[src/rtl/mod_updn_counter_if.sv]
// Control and status bundle of the modulo up/down counter.
interface mod_updn_counter_if #(
    parameter int unsigned W      = 4,
    parameter int unsigned WRAP_W = 8
);
    logic              en;
    logic              up;
    logic              load;
    logic [W-1:0]      load_val;
    logic              mod_wr;
    logic [W-1:0]      mod_in;
    logic              one_shot;
    logic [W-1:0]      cnt;
    logic              tick;
    logic              done;
    logic [WRAP_W-1:0] wrap_cnt;
    logic              mod_err;

    // Side that issues commands and observes the count.
    modport master (
        output en, up, load, load_val, mod_wr, mod_in, one_shot,
        input  cnt, tick, done, wrap_cnt, mod_err
    );

    // The counter itself.
    modport slave (
        input  en, up, load, load_val, mod_wr, mod_in, one_shot,
        output cnt, tick, done, wrap_cnt, mod_err
    );
endinterface

[src/rtl/mod_updn_counter.sv]
// Modulo up/down counter with a deferred modulus update, one-shot halt and a
// saturating wrap counter. All outputs come straight from registers.
module mod_updn_counter #(
    parameter int unsigned W       = 4,
    parameter int unsigned RST_MOD = 10,
    parameter int unsigned WRAP_W  = 8
) (
    input  logic                clk,
    input  logic                rst,
    mod_updn_counter_if.slave   bus
);
    localparam int unsigned MOD_MAX = (1 << W) - 1;

    // Reject parameter sets that cannot describe a legal counter.
    if (W < 2) begin : g_bad_w
        $error("mod_updn_counter: W must be at least 2");
    end
    if (RST_MOD < 2 || RST_MOD > MOD_MAX) begin : g_bad_rst_mod
        $error("mod_updn_counter: RST_MOD must lie in 2..2^W-1");
    end

    logic [W-1:0]      cnt_q,   cnt_d;
    logic              tick_q,  tick_d;
    logic              done_q,  done_d;
    logic [WRAP_W-1:0] wrap_q,  wrap_d;
    logic              err_q,   err_d;
    logic [W-1:0]      mod_q,   mod_q_d;
    logic [W-1:0]      mod_p,   mod_p_d;
    logic              p_v,     p_v_d;

    logic [W-1:0]      m_eff;
    logic              wrap;
    logic              apply;

    // Next-state: load beats counting; modulus capture runs alongside both.
    always_comb begin
        cnt_d   = cnt_q;
        tick_d  = 1'b0;
        done_d  = done_q;
        wrap_d  = wrap_q;
        err_d   = 1'b0;
        mod_q_d = mod_q;
        mod_p_d = mod_p;
        p_v_d   = p_v;
        wrap    = 1'b0;
        apply   = 1'b0;
        // Modulus in force if this cycle turns out to be a wrap or a load.
        m_eff   = p_v ? mod_p : mod_q;

        if (bus.load) begin
            apply  = 1'b1;
            done_d = 1'b0;
            wrap_d = '0;
            if (bus.load_val < m_eff) begin
                cnt_d = bus.load_val;
            end else begin
                cnt_d = m_eff - W'(1);
                err_d = 1'b1;
            end
        end else if (bus.en && !done_q) begin
            if (bus.up) begin
                if (cnt_q == mod_q - W'(1)) begin
                    cnt_d = '0;
                    wrap  = 1'b1;
                end else begin
                    cnt_d = cnt_q + W'(1);
                end
            end else begin
                if (cnt_q == '0) begin
                    cnt_d = m_eff - W'(1);
                    wrap  = 1'b1;
                end else begin
                    cnt_d = cnt_q - W'(1);
                end
            end
        end

        if (wrap) begin
            apply  = 1'b1;
            tick_d = 1'b1;
            if (wrap_q != '1) begin
                wrap_d = wrap_q + WRAP_W'(1);
            end
            if (bus.one_shot) begin
                done_d = 1'b1;
            end
        end

        // Pending modulus is consumed first so a same-cycle write stays pending.
        if (apply && p_v) begin
            mod_q_d = mod_p;
            p_v_d   = 1'b0;
        end

        if (bus.mod_wr) begin
            if (bus.mod_in >= W'(2)) begin
                mod_p_d = bus.mod_in;
                p_v_d   = 1'b1;
            end else begin
                err_d   = 1'b1;
            end
        end
    end

    // State register with synchronous reset.
    always_ff @(posedge clk) begin
        if (rst) begin
            cnt_q  <= '0;
            tick_q <= 1'b0;
            done_q <= 1'b0;
            wrap_q <= '0;
            err_q  <= 1'b0;
            mod_q  <= W'(RST_MOD);
            mod_p  <= '0;
            p_v    <= 1'b0;
        end else begin
            cnt_q  <= cnt_d;
            tick_q <= tick_d;
            done_q <= done_d;
            wrap_q <= wrap_d;
            err_q  <= err_d;
            mod_q  <= mod_q_d;
            mod_p  <= mod_p_d;
            p_v    <= p_v_d;
        end
    end

    assign bus.cnt      = cnt_q;
    assign bus.tick     = tick_q;
    assign bus.done     = done_q;
    assign bus.wrap_cnt = wrap_q;
    assign bus.mod_err  = err_q;
endmodule

[src/flat_wrapper.sv]
// flat-port wrapper written by rule: the top's interface ports become plain ports
module mod_updn_counter_flat 
#(
    parameter int unsigned W       = 4,
    parameter int unsigned RST_MOD = 10,
    parameter int unsigned WRAP_W  = 8
)
  (clk, rst, bus_en, bus_up, bus_load, bus_load_val, bus_mod_wr, bus_mod_in, bus_one_shot, bus_cnt, bus_tick, bus_done, bus_wrap_cnt, bus_mod_err);
  mod_updn_counter_if #(.W(W), .WRAP_W(WRAP_W)) bus_i ();
  input  logic clk;
  input  logic rst;
  input wire logic [$bits(bus_i.en)-1:0] bus_en;
  input wire logic [$bits(bus_i.up)-1:0] bus_up;
  input wire logic [$bits(bus_i.load)-1:0] bus_load;
  input wire logic [$bits(bus_i.load_val)-1:0] bus_load_val;
  input wire logic [$bits(bus_i.mod_wr)-1:0] bus_mod_wr;
  input wire logic [$bits(bus_i.mod_in)-1:0] bus_mod_in;
  input wire logic [$bits(bus_i.one_shot)-1:0] bus_one_shot;
  output wire logic [$bits(bus_i.cnt)-1:0] bus_cnt;
  output wire logic [$bits(bus_i.tick)-1:0] bus_tick;
  output wire logic [$bits(bus_i.done)-1:0] bus_done;
  output wire logic [$bits(bus_i.wrap_cnt)-1:0] bus_wrap_cnt;
  output wire logic [$bits(bus_i.mod_err)-1:0] bus_mod_err;
  assign bus_i.en = bus_en;
  assign bus_i.up = bus_up;
  assign bus_i.load = bus_load;
  assign bus_i.load_val = bus_load_val;
  assign bus_i.mod_wr = bus_mod_wr;
  assign bus_i.mod_in = bus_mod_in;
  assign bus_i.one_shot = bus_one_shot;
  assign bus_cnt = bus_i.cnt;
  assign bus_tick = bus_i.tick;
  assign bus_done = bus_i.done;
  assign bus_wrap_cnt = bus_i.wrap_cnt;
  assign bus_mod_err = bus_i.mod_err;
  mod_updn_counter #(.W(W), .RST_MOD(RST_MOD), .WRAP_W(WRAP_W)) u_core (.clk(clk), .rst(rst), .bus(bus_i));
endmodule
[config.mk]
export PLATFORM = sky130hd
export DESIGN_NAME = mod_updn_counter_flat
export DESIGN_NICKNAME = d
export VERILOG_FILES = /design/src/rtl/mod_updn_counter_if.sv /design/src/rtl/mod_updn_counter.sv /design/src/flat_wrapper.sv
export SDC_FILE = /design/constraint.sdc
export NUM_CORES = 1
export LEC_CHECK = 0
export ABC_AREA = 1
export CAP_MARGIN = 20
export CORE_MARGIN = 2
export CORE_UTILIZATION = 54
export CTS_CLUSTER_SIZE = 16
export DETAILED_ROUTE_END_ITERATION = 16
export PLACE_DENSITY = 0.81
export SYNTH_ARGS = -nofsm -noshare
export SYNTH_HDL_FRONTEND = slang
export SYNTH_SLANG_ARGS = --single-unit
[constraint.sdc]
create_clock -name clk -period 3.3 [get_ports clk]
set_input_delay 0.66 -clock clk [delete_from_list [all_inputs] [get_ports clk]]
set_output_delay 0.66 -clock clk [all_outputs]
set_load 0.05 [all_outputs]
==> metrics.md, run 1 <==
| Metric | Value |
|---|---|
| Worst Hold Class | reg -> reg |
| Initial antenna violation count | 0 |
| PortBufs | 29 |
| Fin area | 0.00209 mm^2 |
| Largest family of logic cells by synthesized area | simple AND/OR/NAND/NOR gates |
| Tcrit/Tclk final | a little under three quarters |
| Clock sinks | 24 |
| Reg2reg setup slack | around 1.3 ns |
| CP bufs+invs | 1 |
| DP Cell Count | 341 |
| Critical Path RT | roughly 2.6 ns |
| Worst-Skew Late Latency | about 0.31 ns |
| Sequential cell area | 480 um^2 |
| FF-to-FF End | u_core.bus.cnt[3] |
| Most frequent cells in the layout | 80 x nand2_1, 31 x inv_1, 31 x nand3_1 |
| Final hold violations | 0 |
| Post-synth top area share | around 28% |
| CP endpoint kind | output port |
| Relative slew slack | about two thirds |
| RSZ-0062 raised after global routing | no |
| Fillers | roughly 290 |
| Reg2reg path depth | 9 |
| Fin. max-slew vios | 0 |
| Setup Buffers After CTS | 0 |
| Post-Route WL | 3960 um |
| Mux share of post-synthesis cell area | 0% |
| Min Tclk post-route | 2.34 ns |
| Yosys warns | 0 |
| Overall routing resource usage | 23.3% |
| Synthesized cell area | roughly 0.0017 mm^2 |
| FP Rows | 20 |
| Max FO, Critical Path | 7 |
| CTS clk-pin slew, worst paths | roughly 0.13 ns |
| CTS tree | built |
| WP data arrival | 1.68 ns |
| Yosys top cell by area | dfxtp_1 |
| Die Area | 0.00368 mm^2 |
| Dpl cell area | roughly 0.0021 mm^2 |
| Synth Area in Compound Gates | 13.8% |
| Gate power share | 36.7% |
| Diodes inserted | 0 |
| Post-CTS Hold Buffers | 0 |
| Power Density | about 350 mW/mm^2 |
| Setup WS pre-CTS | 1.06 ns |
| Post-DP HPWL | 3030 um |
| Final setup viols | 0 |
| Via Count | around 1800 |
| Critical path, cell by cell | clkdlybuf4s50_1 |
| Core footprint | about 0.0031 mm^2 |
| Final setup margin | ~0.96 ns |
| Root buffer cell | clkbuf_4 |
| Final Wtd Congestion | about 0.94 |
| FMAX | 427 MHz |
| Layout cells sized above 1 | under 10% |
| Xor and xnor area share after synthesis | between 4 and 5% |
| # Max-Cap Violations | 0 |
| Worst path top cell family by delay | buffers and inverters |
| DR iter-0 viols | 98 |
| CP Capture Point | bus_cnt[0] |
| Setup crit start kind | flop |
| Antenna-violating nets left | 0 |
| Critical path type | reg -> out |
| Worst R2R Start | u_core.p_v |
| CP max stage delay | around 0.86 ns |
| CP startpoint | u_core.bus.cnt[0] |
| Clock skew | around 0.012 ns |
| First-pass GRT wire length | between 6000 and 7000 um |
| Area Growth Syn to Fin | 20.2% |
| Largest cells by area after synthesis | dfxtp_1 28%, nand2_1 17%, nand3_1 8.9%, inv_1 6.7%, a21oi_1 5.8% |
| Net Count, Synth | 295 |
| Sw Ratio | between 30% and 40% |
| Vias in the first global route | around 1500 |
| Slew @ Worst Pin | roughly 0.50 ns |
| Slowest cell on the critical path | clkdlybuf4s50_1 |
| Nets@finish | around 330 |
| Static Leakage | ~0.96 nW |
| 1st-pass router iterations | 4 |
| Largest net degree at the start of global routing | 14 |
| Post-CTS Resized | 0 |
| Setup TNS | 0 ns |
| Gr ovfl total | 0 |
| Critical Path Stages | 1 |
| Post-synthesis simple-gate area fraction | approximately two fifths |
| Adder-cell share of the synthesized area | 5.77% |
| Area of the multi-input gates | 0.00107 mm^2 |
| Syn avg cell area | ~6.4 um^2 |
| WL per Instance | between 10 and 15 um |
| Sequential share of the synthesized area | about 28% |
| Final Instance Count excl. Fillers | approximately 340 |
| Most common cell after layout, fill and taps aside | nand2_1 |
| Clock power share | between 10% and 20% |
| I/O pin total | 30 |
| Post-Syn Instances | about 270 |
| H-tree depth | 1 |
| P_sw | around 0.27 mW |
| Unique masters post-synth | 27 |
| Die Ht | between 60 and 70 um |
| Vias/cell | approximately 5.2 |
| Outcome | completed |
| Initial Util | approximately 57% |
| Yosys reg bits | 24 |
| Pint | 0.447 mW |
| Max clock buf depth | 2 |
| Die width | ~60 um |
| Num CTS Buffers | 3 |
| Maximum vdd drop | approximately 0.00027 V |
| Sequential power share | 45.6% |
| DRC | 0 |
layer usage:
| metal | vias up | global-route usage, % | part of all wire, % |
|---|---|---|---|
| met2 | 39 | 37.0 | 46 |
| met5 | - | 0 | 0 |
| met3 | 4 | 2.56 | 4.6 |
| met1 | 804 | 33.8 | 49 |
| li1 | 935 | - | - |
| met4 | 0 | 5.59 | 0.78 |
worst min path at each step:
stage	start	to	slack [ns]	depth (start not counted)
after floorplan	u_core.mod_p[3]	u_core.mod_p[3]	0.42	2
after global placement	u_core.mod_q[1]	u_core.mod_q[1]	0.44	2
after detailed placement	u_core.mod_q[1]	u_core.mod_q[1]	0.45	2
after CTS	u_core.mod_q[1]	u_core.mod_q[1]	0.47	2
after global routing	u_core.mod_p[1]	u_core.mod_p[1]	0.49	2
final	u_core.mod_q[1]	u_core.mod_q[1]	0.47	2
cell usage after synthesis:
| master | number |
|---|---|
| a21oi_1 | 20 |
| a21oi_2 | 1 |
| a31oi_1 | 1 |
| buf_2 | 2 |
| buf_4 | 1 |
| clkbuf_1 | 2 |
| clkinv_8 | 1 |
| dfxtp_1 | 24 |
| ha_1 | 8 |
| inv_1 | 31 |
| inv_2 | 6 |
| nand2_1 | 80 |
| nand2_2 | 6 |
| nand2_4 | 3 |
| nand3_1 | 31 |
| nand3_4 | 2 |
| nand3b_1 | 1 |
| nand4_1 | 1 |
| nor2_1 | 17 |
| nor2_2 | 4 |
| o211ai_1 | 1 |
| o21ai_0 | 15 |
| o21ai_1 | 2 |
| o21ai_2 | 2 |
| o31ai_1 | 2 |
| xnor2_1 | 2 |
| xor2_1 | 6 |
sequential cells by signal (all words and copies together), names as in the netlist:
signal,count
u_core.mod_q,4
u_core.bus.mod_err,1
u_core.bus.wrap_cnt,8
u_core.mod_p,4
u_core.p_v,1
u_core.bus.cnt,4
u_core.bus.tick,1
u_core.bus.done,1
logic make-up (layout without fill, tap and decap cells):
family | Yosys count | in the layout
xor gates and xnor gates | 8 | 8
buffers and inverters | 43 | 71
DFF | 24 | 24
adders and majority gates | 8 | 8
and+or+nand+nor | 145 | 145
AOI/OAI and AO/OA | 44 | 44
cell type report:
class / instances / share of cell area, %
clock buffers: 3 / 1.08
inverters: 38 / 7.44
multi-input cells: 205 / 51.5
flip-flops and latches: 24 / 23.0
well taps: 44 / 2.64
repair buffers: 30 / 14.3
stage by stage:
step           hold slack (ns)  util [%]  total power, mW
3_5_place_dp             0.448      67.6            0.598
4_1_cts                  0.467      68.3            0.722
3_3_place_gp             0.436      67.6            0.593
5_1_grt                  0.490      68.3            0.773
6_report                 0.468      68.3            0.721
2_1_floorplan            0.423         -            0.524
power by group through the flow:
| stage | clock (mW) | sequential (mW) | combinational [mW] |
|---|---|---|---|
| floorplan | 0 | 0.359 | 0.165 |
| global placement | 0 | 0.335 | 0.258 |
| detailed placement | 0 | 0.336 | 0.263 |
| CTS | 0.130 | 0.329 | 0.264 |
| global route | 0.145 | 0.332 | 0.296 |
| finish | 0.127 | 0.329 | 0.265 |
Note: power is estimated with default switching activity, not from simulation.
==> run 2: changes to the inputs <==
- CORE_UTILIZATION: 54 -> 53
- PLACE_DENSITY: 0.81 -> 0.8
- clock period: 3.3 -> 2.5 ns (I/O delays scaled with it)
==> run 2 against run 1 <==
Effect of this change: sequential cell count did not move; non-clock buffer count rose by 1; via count is 2.2% lower; final area increased by 1.8%; utilization is 0.66 points higher; highest routed layer unchanged; critical path depth is the same; clock power rose by 130%; critical path type unchanged; sequential power increased by 32%; die area increased by 1.8%; largest power group unchanged; register-to-register slack got worse by 0.75 ns.
==> metrics.md, run 2 (synthesized netlist as in run 1, its figures left out) <==
| Metric | Value |
|---|---|
| Outcome | completed |
| Post-DP HPWL | 3060 um (+0.97%) |
| Slowest cell on the critical path | clkdlybuf4s50_1 |
| Final Instance Count excl. Fillers | 346 (+0.58%) |
| Die Area | 0.00375 mm^2 (+1.8%) |
| Power Density | 505 mW/mm^2 (+46%) |
| Maximum vdd drop | 0.000350 V (+27%) |
| Setup WS pre-CTS | 0.480 ns (-0.575 ns) |
| Area Growth Syn to Fin | 22.4% |
| Worst-Skew Late Latency | 0.33 ns (+0.02 ns) |
| CP endpoint kind | output port |
| Slew @ Worst Pin | 0.515 ns (+0.0134 ns) |
| Antenna-violating nets left | 0 (unchanged) |
| Num CTS Buffers | 3 (unchanged) |
| Setup TNS | 0 ns (unchanged) |
| Dpl cell area | 0.00207 mm^2 (+0.36%) |
| Gate power share | 32.5% (-4.2 points) |
| Core footprint | 0.00308 mm^2 (+0.82%) |
| Clock skew | 0.00921 ns (-0.00323 ns) |
| Min Tclk post-route | 2.21 ns |
| Max clock buf depth | 2 (unchanged) |
| Root buffer cell | clkbuf_4 |
| CTS clk-pin slew, worst paths | 0.14 ns (about the same) |
| Hold WS | 0.466 ns (-0.00232 ns) |
| Diodes inserted | 0 (unchanged) |
| FMAX | ~450 MHz |
| I/O pin total | 30 (unchanged) |
| Post-CTS Hold Buffers | 0 (unchanged) |
| Die width | 61.2 um (+0.87%) |
| Area of the multi-input gates | 0.00107 mm^2 (unchanged) |
| Tcrit/Tclk final | 88.3% |
| 1st-pass router iterations | 4 (unchanged) |
| Most frequent cells in the layout | 80 x nand2_1, 31 x inv_1, 31 x nand3_1 |
| Largest register FFs | 8 (unchanged) |
| Pint | 0.697 mW (+56%) |
| Static Leakage | 0.977 nW (+2.0%) |
| Overall routing resource usage | 23.9% (+0.62 points) |
| Sequential power share | 40.4% (-5.2 points) |
| DP Cell Count | 342 (+0.29%) |
| Gr ovfl total | 0 (unchanged) |
| Fin. max-slew vios | 0 (unchanged) |
| Fillers | 282 (-3.1%) |
| Clock power share | 27.0% (+9.3 points) |
| DR iter-0 viols | 105 (+7.1%) |
| H-tree depth | 1 (unchanged) |
| Most common cell after layout, fill and taps aside | nand2_1 |
| CTS tree | built |
| Worst path top cell family by delay | buffers and inverters |
| CP bufs+invs | 1 (unchanged) |
| Setup Buffers After CTS | 0 (unchanged) |
| Layout cells sized above 1 | 10.3% (+0.60 points) |
| Worst Hold Class | reg -> reg |
| WP data arrival | 1.71 ns (+0.03 ns) |
| Vias in the first global route | 1547 (+4.9%) |
| Sw Ratio | 35.0% (-3.1 points) |
| Final Wtd Congestion | 0.937 (about the same) |
| Critical Path RT | 2.00 ns (-0.64 ns) |
| Post-Route WL | 3910 um (-1.2%) |
| CP max stage delay | 0.86 ns (about the same) |
| Nets@finish | 326 (+0.31%) |
| Via Count | 1743 (-2.2%) |
| FP Rows | 20 (unchanged) |
| Critical path type | reg -> out |
| Final hold violations | 0 (unchanged) |
| P_sw | 0.375 mW (+37%) |
| Fin area | 0.00212 mm^2 (+1.8%) |
| Sequential cell area | 480 um^2 (unchanged) |
| # Max-Cap Violations | 0 (unchanged) |
| Vias/cell | 5.04 (-2.8%) |
| Die Ht | 61.2 um (+0.87%) |
| Final setup viols | 0 (unchanged) |
| WL per Instance | 11.3 um (-1.8%) |
| Max FO, Critical Path | 7 (unchanged) |
| PortBufs | 29 (unchanged) |
| Relative slew slack | 65.5% (-0.89 points) |
| Setup crit start kind | flop |
| DRC | 0 (unchanged) |
| First-pass GRT wire length | 6730 um (+3.2%) |
| RSZ-0062 raised after global routing | no |
| Largest net degree at the start of global routing | 15 (+1) |
| Critical path, cell by cell | clkdlybuf4s50_1 |
| Initial Util | 56.4% (-0.46 points) |
| Final setup margin | 0.292 ns (-0.665 ns) |
| Initial antenna violation count | 0 (unchanged) |
| Post-CTS Resized | 0 (unchanged) |
| Clock sinks | 24 (unchanged) |
[run 2: changes by cell type in the layout (fill, tap and decap cells not counted)]
cell and delta:
buf_4 +1, bufinv_16 +1
[run 2: final cells by class]
class | instances | share of cell area (%)
Sequential cell | 24 | 22.6
Multi-Input combinational cell | 205 | 50.6
Timing Repair Buffer | 31 | 14.4
Clock inverter | 1 | 1.41
Tap cell | 44 | 2.59
Clock buffer | 3 | 1.06
Inverter | 38 | 7.31
[run 2: routing by layer]
metal  share of wire [%]  global-route usage (%)
met1                  48                    32.4
met2                  46                    39.4
met3                 4.8                    3.57
met4                0.69                    6.83
met5                   0                       0
[run 2: metrics by stage]
stage | util [%] | total power [mW]
finish | 69.0 | 1.07
floorplan | - | 0.691
global route | 69.0 | 1.14
detailed placement | 67.3 | 0.788
CTS | 69.0 | 1.08
global placement | 67.3 | 0.783
[run 2: worst paths after layout]
kind	depth (start not counted)	end	slack [ns]	from
hold reg to reg	2	u_core.mod_p[3]	0.47	u_core.mod_p[3]
hold / removal	2	u_core.mod_p[3]	0.47	u_core.mod_p[3]
setup / recovery	1	bus_cnt[2]	0.29	u_core.bus.cnt[2]
setup reg to reg	10	u_core.bus.cnt[3]	0.55	u_core.p_v
[run 2: power by group through the flow]
| stage | sequential [mW] | combinational [mW] | clock [mW] |
|---|---|---|---|
| global placement | 0.441 | 0.342 | 0 |
| CTS | 0.433 | 0.349 | 0.298 |
| floorplan | 0.474 | 0.218 | 0 |
| global route | 0.438 | 0.395 | 0.312 |
| finish | 0.434 | 0.349 | 0.290 |
| detailed placement | 0.442 | 0.346 | 0 |
